<file path="config.mk">
export PLATFORM = sky130hd
export DESIGN_NAME = uart_tx_arbiter
export DESIGN_NICKNAME = d
export VERILOG_FILES = /design/src/rtl/uart_tx_arbiter.sv
export SDC_FILE = /design/constraint.sdc
export NUM_CORES = 1
export LEC_CHECK = 0
export CORE_MARGIN = 1
export CORE_UTILIZATION = 30
export CTS_BUF_LIST = sky130_fd_sc_hd__clkbuf_4 sky130_fd_sc_hd__clkbuf_8 sky130_fd_sc_hd__clkbuf_16
export DETAILED_ROUTE_END_ITERATION = 10
export DONT_BUFFER_PORTS = 1
export PLACE_DENSITY = 0.43
export SLEW_MARGIN = 30
export SYNTH_ARGS = -nofsm -noshare
export SYNTH_HDL_FRONTEND = slang
export SYNTH_SLANG_ARGS = --single-unit
</file>
<file path="constraint.sdc">
create_clock -name clk -period 2.6 [get_ports clk]
set_clock_uncertainty 0.15 [all_clocks]
set_input_delay 0.26 -clock clk [delete_from_list [all_inputs] [get_ports clk]]
set_output_delay 0.26 -clock clk [all_outputs]
set_load 0.05 [all_outputs]
</file>
<file path="src/rtl/uart_tx_arbiter.sv">
// Round-robin arbiter sharing one byte-level UART transmitter between N_REQ requesters.
// The grant stays locked to one requester from its first byte until its last byte has gone out.
module uart_tx_arbiter #(
    parameter int  GRANT_W      = 2,
    parameter int  GAP_CYCLES   = 5208,
    parameter int  LOCK_TIMEOUT = 50_000_000,
    parameter int  ACK_TIMEOUT  = 15,
    localparam int N_REQ        = 2**GRANT_W
) (
    input  logic                 clk,
    input  logic                 rst,
    input  logic [N_REQ-1:0]     req_valid,
    input  logic [8*N_REQ-1:0]   req_data,
    input  logic [N_REQ-1:0]     req_last,
    output logic [N_REQ-1:0]     req_ready,
    output logic                 tx_start,
    output logic [7:0]           tx_data,
    input  logic                 tx_busy,
    output logic [GRANT_W-1:0]   grant_id,
    output logic                 active,
    output logic                 lock_err,
    output logic                 ack_err
);
    localparam int GAP_LAST  = (GAP_CYCLES > 0) ? GAP_CYCLES - 1 : 0;
    localparam int LOCK_LAST = (LOCK_TIMEOUT > 0) ? LOCK_TIMEOUT - 1 : 0;
    localparam int ACK_LAST  = (ACK_TIMEOUT > 0) ? ACK_TIMEOUT - 1 : 0;
    localparam int TMO_MAX   = (LOCK_LAST > ACK_LAST) ? LOCK_LAST : ACK_LAST;
    localparam int GAP_W     = ($clog2(GAP_LAST + 1) > 13) ? $clog2(GAP_LAST + 1) : 13;
    localparam int TMO_W     = ($clog2(TMO_MAX + 1) > 26) ? $clog2(TMO_MAX + 1) : 26;

    typedef enum logic [2:0] {IDLE, LOAD, START, WAIT_ACK, WAIT_DONE, GAP} state_t;

    state_t             state, state_nxt;
    logic [GRANT_W-1:0] rr_ptr, rr_nxt;
    logic [GAP_W-1:0]   gap_cnt, gap_nxt;
    logic [TMO_W-1:0]   tmo_cnt, tmo_nxt;
    logic               last_reg, last_nxt;
    logic               tx_start_nxt, active_nxt, lock_err_nxt, ack_err_nxt;
    logic [7:0]         tx_data_nxt;
    logic [GRANT_W-1:0] grant_nxt;
    logic               win_found;
    logic [GRANT_W-1:0] win_id, cand;
    logic               handshake, lock_expired, ack_expired, gap_expired;
    logic [7:0]         sel_data;

    assign handshake    = req_valid[grant_id];
    assign sel_data     = req_data[{grant_id, 3'b000} +: 8];
    assign lock_expired = (tmo_cnt == TMO_W'(LOCK_LAST));
    assign ack_expired  = (tmo_cnt >= TMO_W'(ACK_LAST));
    assign gap_expired  = (gap_cnt == GAP_W'(GAP_LAST));

    always_comb begin
        for (int i = 0; i < N_REQ; i++) begin
            req_ready[i] = (state == LOAD) && (grant_id == GRANT_W'(i));
        end
    end

    // First valid requester at or after rr_ptr, wrapping through N_REQ-1 back to 0.
    always_comb begin
        win_found = 1'b0;
        win_id    = rr_ptr;
        cand      = '0;
        for (int i = 0; i < N_REQ; i++) begin
            cand = rr_ptr + GRANT_W'(i);
            if (!win_found && req_valid[cand]) begin
                win_found = 1'b1;
                win_id    = cand;
            end
        end
    end

    always_ff @(posedge clk) begin
        if (rst) begin
            state    <= IDLE;
            rr_ptr   <= '0;
            gap_cnt  <= '0;
            tmo_cnt  <= '0;
            last_reg <= 1'b0;
            tx_start <= 1'b0;
            tx_data  <= 8'h00;
            grant_id <= '0;
            active   <= 1'b0;
            lock_err <= 1'b0;
            ack_err  <= 1'b0;
        end else begin
            state    <= state_nxt;
            rr_ptr   <= rr_nxt;
            gap_cnt  <= gap_nxt;
            tmo_cnt  <= tmo_nxt;
            last_reg <= last_nxt;
            tx_start <= tx_start_nxt;
            tx_data  <= tx_data_nxt;
            grant_id <= grant_nxt;
            active   <= active_nxt;
            lock_err <= lock_err_nxt;
            ack_err  <= ack_err_nxt;
        end
    end

    always_comb begin
        state_nxt = state;
        case (state)
            IDLE:      if (win_found) state_nxt = LOAD;
            LOAD: begin
                if (handshake)         state_nxt = START;
                else if (lock_expired) state_nxt = IDLE;
            end
            START:     state_nxt = WAIT_ACK;
            WAIT_ACK: begin
                if (tx_busy)          state_nxt = WAIT_DONE;
                else if (ack_expired) state_nxt = GAP;
            end
            WAIT_DONE: if (!tx_busy) state_nxt = GAP;
            GAP:       if (gap_expired) state_nxt = last_reg ? IDLE : LOAD;
            default:   state_nxt = IDLE;
        endcase
    end

    // Counters clear by default so every state is entered with a zero count.
    always_comb begin
        rr_nxt       = rr_ptr;
        gap_nxt      = '0;
        tmo_nxt      = '0;
        last_nxt     = last_reg;
        tx_start_nxt = 1'b0;
        tx_data_nxt  = tx_data;
        grant_nxt    = grant_id;
        active_nxt   = active;
        lock_err_nxt = 1'b0;
        ack_err_nxt  = 1'b0;
        case (state)
            IDLE: begin
                if (win_found) begin
                    grant_nxt  = win_id;
                    active_nxt = 1'b1;
                end
            end
            LOAD: begin
                if (handshake) begin
                    tx_data_nxt  = sel_data;
                    last_nxt     = req_last[grant_id];
                    tx_start_nxt = 1'b1;
                end else if (lock_expired) begin
                    lock_err_nxt = 1'b1;
                    active_nxt   = 1'b0;
                    rr_nxt       = grant_id + 1'b1;
                end else begin
                    tmo_nxt = tmo_cnt + 1'b1;
                end
            end
            // The start cycle counts toward the acknowledge window.
            START: tmo_nxt = tmo_cnt + 1'b1;
            WAIT_ACK: begin
                if (!tx_busy) begin
                    if (ack_expired) ack_err_nxt = 1'b1;
                    else             tmo_nxt     = tmo_cnt + 1'b1;
                end
            end
            GAP: begin
                if (gap_expired) begin
                    if (last_reg) begin
                        active_nxt = 1'b0;
                        rr_nxt     = grant_id + 1'b1;
                    end
                end else begin
                    gap_nxt = gap_cnt + 1'b1;
                end
            end
            default: ;
        endcase
    end
endmodule

</file>
==> results.py, run 1 <==
metrics = {
    "floorplanning": {
        "die_area_sq_um": 10700,
        "die_h_um": 103,
        "pin_count": 61,
        "start_util_pct": 31.2,
        "core_sq_um": 9860,
        "die_x_um": 103,
        "rows": 36,
    },
    "sta": {
        "drv_slew": 0,
        "setup_tns_ps": 0,
        "max_freq_mhz": 423,
        "finalCritPeriodShare_pct": 91.0,
        "setup_ws_ps": 234,
        "setup_viol": 0,
        "final_hold_viol_count": 0,
        "period_needed_ps": 2370,
        "slew_headroom_pct": 44.3,
        "rsz0062_at_grt": "no",
        "tightest_slew_ps": 832,
    },
    "clock_network": {
        "cts_resized": 0,
        "cts_hold_buf": 3,
        "clock-sinks": 59,
        "cts.root.buffer_cell": "clkbuf_8",
        "clk_latency_ps": 330,
        "cts_made_buffers": 9,
        "cts_tree": "yes",
        "htree_levels": 3,
        "cts_setup_buffers": 0,
        "clk_pin_slew_ps": 70,
        "cts.path.max_buffers": 2,
    },
    "global_route": {
        "met1_usage_pct": 17.5,
        "grt.busiest_layer": "met2",
        "grt_max_degree": 26,
        "grt_pass1_wl_um": 11600,
        "grt_pass1_vias": 2388,
        "antenna_found_initial": 0,
        "met2_usage_pct": 23.0,
        "grt_usage_pct": 14.2,
        "grt-ovfl-total": 0,
        "grt_use_met3_pct": 5.78,
    },
    "logic_synthesis": {
        "synth_top_cell_by_area": "dfxtp_1",
        "ys_seq_area_share_pct": 38.4,
        "ys_top_cells_by_area": "dfxtp_1 (38%), mux4_2 (7.3%), xor2_1 (6.3%)",
        "synth_warnings": 0,
        "yosysUniqueCellTypes": 52,
        "synth_async_sr_flop_share_pct": 0,
        "synth_common_cells": "dfxtp_1 (59), nor2_1 (47), nand2_1 (36)",
        "yosysMostFrequentCell": "dfxtp_1",
        "synth_edf_count": 0,
        "syn-cell-area_sq_um": 3080,
        "ys_ff_latch": 59,
        "yosysTopAreaCellShare_pct": 38.4,
        "avgSynthCellArea_sq_um": 9.00,
        "ys.flop_type": "dfxtp_1",
        "syn_inst": 342,
        "synth_fp_nets": 392,
    },
    "power": {
        "clkPwrFrac_pct": 39.3,
        "p_int_w": 0.00151,
        "net-switching-power_w": 0.000581,
        "switching_share_pct": 27.8,
        "vdd_drop_max_mv": 0.231,
        "leakagePower_nw": 1.15,
        "p_per_area_nw_per_um2": 598,
        "combinationalPowerShare_pct": 12.5,
        "seqPwrFrac_pct": 48.2,
    },
    "placed_design": {
        "port_buffers": 0,
        "place_hpwl_um": 4930,
        "dpl.cell_count": 473,
        "place_ws_ps": 238,
        "gp_congestion": 0.718,
        "placed_cell_area_sq_um": 3260,
    },
    "critical_path": {
        "critPathArrivalTime_ps": 2470,
        "crit_buf_inv": 0,
        "crit_type": "reg2reg",
        "cp_slowest_cell": "or4b_2",
        "max_stage_delay_ps": 660,
        "required_ps": 2700,
        "crit_family": "simple AND/OR/NAND/NOR gates",
        "worstPathCellList": "or4b_2 -> nor3_2 -> a32oi_1 -> or3b_1 -> a21oi_1",
        "startpoint_type": "flip-flop",
        "endpoint_kind": "flip-flop",
        "crit_path_max_fanout": 5,
    },
    "final_layout": {
        "post-route-util_pct": 35.4,
        "drive_above_1_share_pct": 16.7,
        "stdcell_area_sq_um": 3490,
        "finalNetCount": 404,
        "fillers": 1029,
        "top_register": "tmo_cnt",
        "largest_register_ffs": 26,
        "antenna_cells": 0,
        "final_cells": 492,
        "top_regs": "tmo_cnt (26), gap_cnt (13), tx_data (8)",
        "area_growth_pct": 13.5,
    },
    "routing": {
        "final_antenna_net_count": 0,
        "totalWireLength_um": 6770,
        "drt-pass1-iter-count": 4,
        "drt_iter0_markers": 57,
        "post_drt_via_cell_ratio": 4.86,
        "num_vias": 2392,
        "wire_per_inst_um": 13.8,
        "drc_errors": 0,
    },
    "job": {
        "drv_cap": 0,
    },
    "run_status": {
        "run_status": "completed",
    },
    "min_path": {
        "holdCritPathClass": "in2reg",
    },
}
==> power groups by stage <==
stage / Combinational, W / Sequential [W] / Clock, W
after floorplan: 0.000206 / 0.00103 / 0
final: 0.000261 / 0.00101 / 0.000822
after CTS: 0.000265 / 0.00101 / 0.000850
after global routing: 0.000292 / 0.00101 / 0.000899
after detailed placement: 0.000255 / 0.00103 / 0
after global placement: 0.000257 / 0.00103 / 0
==> metal layers <==
| metal | up-vias | wire length, um |
|---|---|---|
| met3 | 6 | 392 |
| met1 | 1116 | 3120 |
| li1 | 1216 | - |
| met5 | - | 0 |
| met4 | 0 | 69 |
| met2 | 54 | 3190 |
==> through the flow <==
| stage | power (W) | hold slack (ps) |
|---|---|---|
| after detailed placement | 0.00128 | 187 |
| after global placement | 0.00129 | 184 |
| after floorplan | 0.00123 | 268 |
| after CTS | 0.00212 | 12.7 |
| final | 0.00209 | 31.4 |
| after global routing | 0.00220 | 57.2 |
==> placed cells by master, fill, tap and decap left out, drive strengths merged, types with 2 or more instances in the layout <==
| cell type | netlist | layout |
|---|---|---|
| dfxtp | 59 | 59 |
| nor2 | 57 | 57 |
| nand2 | 36 | 36 |
| xor2 | 22 | 22 |
| a21oi | 19 | 19 |
| nand3 | 18 | 18 |
| clkbuf | 7 | 15 |
| xnor2 | 12 | 12 |
| mux4 | 10 | 10 |
| nor3 | 10 | 10 |
| buf | 5 | 10 |
| inv | 9 | 9 |
| nand4 | 8 | 8 |
| and2 | 7 | 7 |
| ha | 7 | 7 |
| nor4 | 7 | 7 |
| and3 | 6 | 6 |
| o21ai | 4 | 4 |
| nor4b | 4 | 4 |
| nor2b | 3 | 3 |
| or3 | 3 | 3 |
| dlygate4sd3 | 0 | 3 |
| or4 | 2 | 2 |
| o221ai | 2 | 2 |
| or4b | 2 | 2 |
| a211o | 2 | 2 |
| and4 | 2 | 2 |
| or2b | 2 | 2 |
| or3b | 2 | 2 |
==> final cells by class <==
class | instances | area [sq um] | area share, %
clock inverters | 1 | 5.00 | 0.143
repair buffers | 13 | 118 | 3.37
flip-flops and latches | 59 | 1180 | 33.8
multi-input cells | 262 | 1800 | 51.4
inverters | 9 | 33.8 | 0.967
clock buffers | 15 | 194 | 5.55
well taps | 133 | 166 | 4.76
==> logic make-up after synthesis <==
family,synth area share (%)
and+or+nand+nor,30.7
DFF,38.4
AOI/OAI and AO/OA,7.76
xor gates and xnor gates,9.67
buffers and inverters,3.29
muxes,7.32
adders and majority gates,2.85
==> worst paths after layout <==
kind                 from           to  slack (ps)  depth (start not counted)
min          req_valid[1]  grant_id[0]          30                          2
min reg2reg    gap_cnt[0]   gap_cnt[0]         330                          1
max reg2reg    gap_cnt[9]    rr_ptr[1]         230                          5
max            gap_cnt[9]    rr_ptr[1]         230                          5
Power figures use the tool's default switching activity.
==> run 2, diff against run 1 <==
--- a/config.mk
+++ b/config.mk
@@ -5,11 +5,13 @@
 export SDC_FILE = /design/constraint.sdc
 export NUM_CORES = 1
 export LEC_CHECK = 0
+export ABC_AREA = 1
 export CORE_MARGIN = 1
 export CORE_UTILIZATION = 30
 export CTS_BUF_LIST = sky130_fd_sc_hd__clkbuf_4 sky130_fd_sc_hd__clkbuf_8 sky130_fd_sc_hd__clkbuf_16
 export DETAILED_ROUTE_END_ITERATION = 10
 export DONT_BUFFER_PORTS = 1
+export MAX_ROUTING_LAYER = met4
 export PLACE_DENSITY = 0.43
 export SLEW_MARGIN = 30
 export SYNTH_ARGS = -nofsm -noshare
==> run 2 against run 1 <==
Worst setup slack improved by 330 ps. Register-to-register slack improved by 330 ps. Utilization barely moved. Critical path type unchanged. Cell area rose by 17%. Via count rose by 44%. Largest power group unchanged. Critical path depth rose by 5.
==> results.py, run 2 <==
metrics = {
    "run_status": {
        "run_status": "completed",
    },
    "routing": {
        "final_antenna_net_count": 0,
        "post_drt_via_cell_ratio": 4.76,
        "num_vias": 3444,
        "wire_per_inst_um": 12.5,
        "drt-pass1-iter-count": 4,
        "totalWireLength_um": 9070,
        "drt_iter0_markers": 152,
        "drc_errors": 0,
    },
    "floorplanning": {
        "core_sq_um": 11600,
        "start_util_pct": 31.1,
        "pin_count": 61,
        "die_area_sq_um": 12400,
        "die_h_um": 112,
        "die_x_um": 112,
        "rows": 39,
    },
    "logic_synthesis": {
        "synth-compound-area-share_pct": 10.5,
        "synth_warnings": 0,
        "ys.flop_type": "dfxtp_1",
        "ys_top_cells_by_area": "dfxtp_1 (33%), nand2_1 (13%), nor2_1 (11%)",
        "synth_common_cells": "nand2_1 (125), nor2_1 (106), inv_1 (75)",
        "synth_edf_count": 0,
        "synth.mux.area_fraction_pct": 0,
        "synth_top_cell_by_area": "dfxtp_1",
        "synth_fp_nets": 621,
        "avgSynthCellArea_sq_um": 6.31,
        "yosysTopAreaCellShare_pct": 32.8,
        "synth-xor-area-share_pct": 4.38,
        "synth_async_sr_flop_share_pct": 0,
        "synth_top_family_by_area": "simple AND/OR/NAND/NOR gates",
        "synthAdderAreaFrac_pct": 2.43,
        "ys_seq_area_share_pct": 32.8,
        "syn-cell-area_sq_um": 3600,
        "yosysMostFrequentCell": "nand2_1",
        "syn_inst": 571,
        "synthSimpleGateAreaFrac_pct": 39.3,
        "ys_ff_latch": 59,
        "yosysUniqueCellTypes": 37,
    },
    "final_layout": {
        "layout_commonest_cell": "nand2_1",
        "final_cell_mix": "nand2_1 (125), nor2_1 (106), inv_1 (75), dfxtp_1 (59), o21ai_0 (34)",
        "area_growth_pct": 13.7,
        "multiInputGateArea_sq_um": 2040,
        "top_regs": "tmo_cnt (26), gap_cnt (13), tx_data (8)",
        "top_register": "tmo_cnt",
        "largest_register_ffs": 26,
        "antenna_cells": 0,
        "finalNetCount": 626,
        "post-route-util_pct": 35.4,
        "drive_above_1_share_pct": 7.40,
        "fillers": 1217,
        "seqCellArea_sq_um": 1180,
    },
    "sta": {
        "slew_headroom_pct": 64.0,
        "setup_tns_ps": 0,
        "tightest_slew_ps": 539,
        "max_freq_mhz": 491,
        "period_needed_ps": 2040,
        "setup_viol": 0,
        "drv_slew": 0,
        "setup_ws_ps": 563,
        "rsz0062_at_grt": "no",
        "finalCritPeriodShare_pct": 78.3,
        "final_hold_viol_count": 0,
    },
    "min_path": {
        "hold_start": "req_data[1]",
        "holdCritPathClass": "in2reg",
        "min_path_cells": 4,
    },
    "global_route": {
        "grt_pass1_wl_um": 15500,
        "grt_max_degree": 26,
        "grt_pass1_vias": 3320,
        "grt-ovfl-total": 0,
        "antenna_found_initial": 0,
        "grt_usage_pct": 16.1,
    },
    "critical_path": {
        "critPathArrivalTime_ps": 2090,
        "startpoint": "tmo_cnt[0]",
        "max_stage_delay_ps": 410,
        "worstPathCellList": "ha_1 -> inv_1 -> nor2_2 -> nand3_1 -> nor2_1 -> nand2_1 -> nand3_2 -> nand3_2 -> nand2_4 -> nor2_1",
        "r2r_cells": 10,
        "r2r_start": "tmo_cnt[0]",
        "endpoint_kind": "flip-flop",
        "cp_slowest_cell": "dfxtp_1",
        "startpoint_type": "flip-flop",
        "crit_path_max_fanout": 25,
        "required_ps": 2650,
        "crit_type": "reg2reg",
    },
    "clock_network": {
        "clk_latency_ps": 330,
        "cts.path.max_buffers": 2,
        "htree_levels": 3,
        "cts_setup_buffers": 0,
        "cts_hold_buf": 2,
        "clock-sinks": 59,
        "clk_pin_slew_ps": 60,
        "cts_resized": 0,
        "cts.root.buffer_cell": "clkbuf_16",
        "cts_tree": "yes",
        "cts_made_buffers": 9,
    },
    "job": {
        "drv_cap": 0,
    },
    "placed_design": {
        "place_hpwl_um": 6990,
        "place_ws_ps": 554,
        "gp_congestion": 0.846,
        "port_buffers": 0,
    },
    "power": {
        "p_per_area_nw_per_um2": 941,
        "vdd_drop_max_mv": 0.375,
        "leakagePower_nw": 1.67,
        "finalPower_w": 0.00385,
    },
}
==> run 2: cell types whose count changed after synthesis, moves of 10 or more <==
cell	previous run	this run
o21ai_0	4	34
nand3_1	18	32
inv_1	9	75
nor3_1	9	23
nor2_1	47	106
mux4_2	10	0
nand2_1	36	125
==> run 2: cell type report <==
class	count	area share, %
Clock buffer	9	5.50
Timing Repair Buffer	11	2.14
Multi-Input combinational cell	419	49.7
Tap cell	143	4.37
Inverter	76	6.97
Clock inverter	7	2.44
Sequential cell	59	28.9
==> run 2: power by group <==
part           switching [W]  internal (W)  leakage (nW)
combinational       0.000856      0.000406          1.05
sequential          0.000289       0.00101         0.478
clock               0.000446      0.000844         0.149
total                0.00159       0.00226          1.67
==> run 2: path summary, 6_finish.rpt <==
path | endpoint | slack [ps]
max | tmo_cnt[22] | 560
max reg2reg | tmo_cnt[22] | 560
min | tx_data[1] | 140
min reg2reg | gap_cnt[0] | 290
==> run 2: logic make-up after synthesis <==
kind of cell    Yosys count
simple gates            323
buf+inv                  93
compound gates           71
flops                    59
xor+xnor                 18
fa+ha+maj                 7
==> run 2: layer usage <==
| metal | GRT usage, % | vias to the layer above | share of wire [%] |
|---|---|---|---|
| met3 | 3.86 | 7 | 4.7 |
| met4 | 5.77 | 0 | 1.1 |
| met1 | 19.6 | 1528 | 48 |
| met2 | 25.8 | 73 | 46 |
| met5 | - | - | 0 |
| li1 | - | 1836 | - |
==> run 2: critical path: cells and delay by family (launching register included) <==
family / cells / cell delay, ps
adder cells (fa/ha/maj): 1 / 220
AND/OR/NAND/NOR: 8 / 1020
flip-flops: 1 / 410
buffers and inverters: 1 / 90
==> run 2: metrics by stage <==
| step | hold slack (ps) | cell area [sq um] | instances |
|---|---|---|---|
| finish | 138 | 4090 | 724 |
| global route | 162 | 4090 | 724 |
| CTS | 131 | 4090 | 724 |
| detailed placement | 183 | 3750 | 706 |
| global placement | 182 | 3750 | 706 |
| floorplan | 268 | 3600 | 571 |
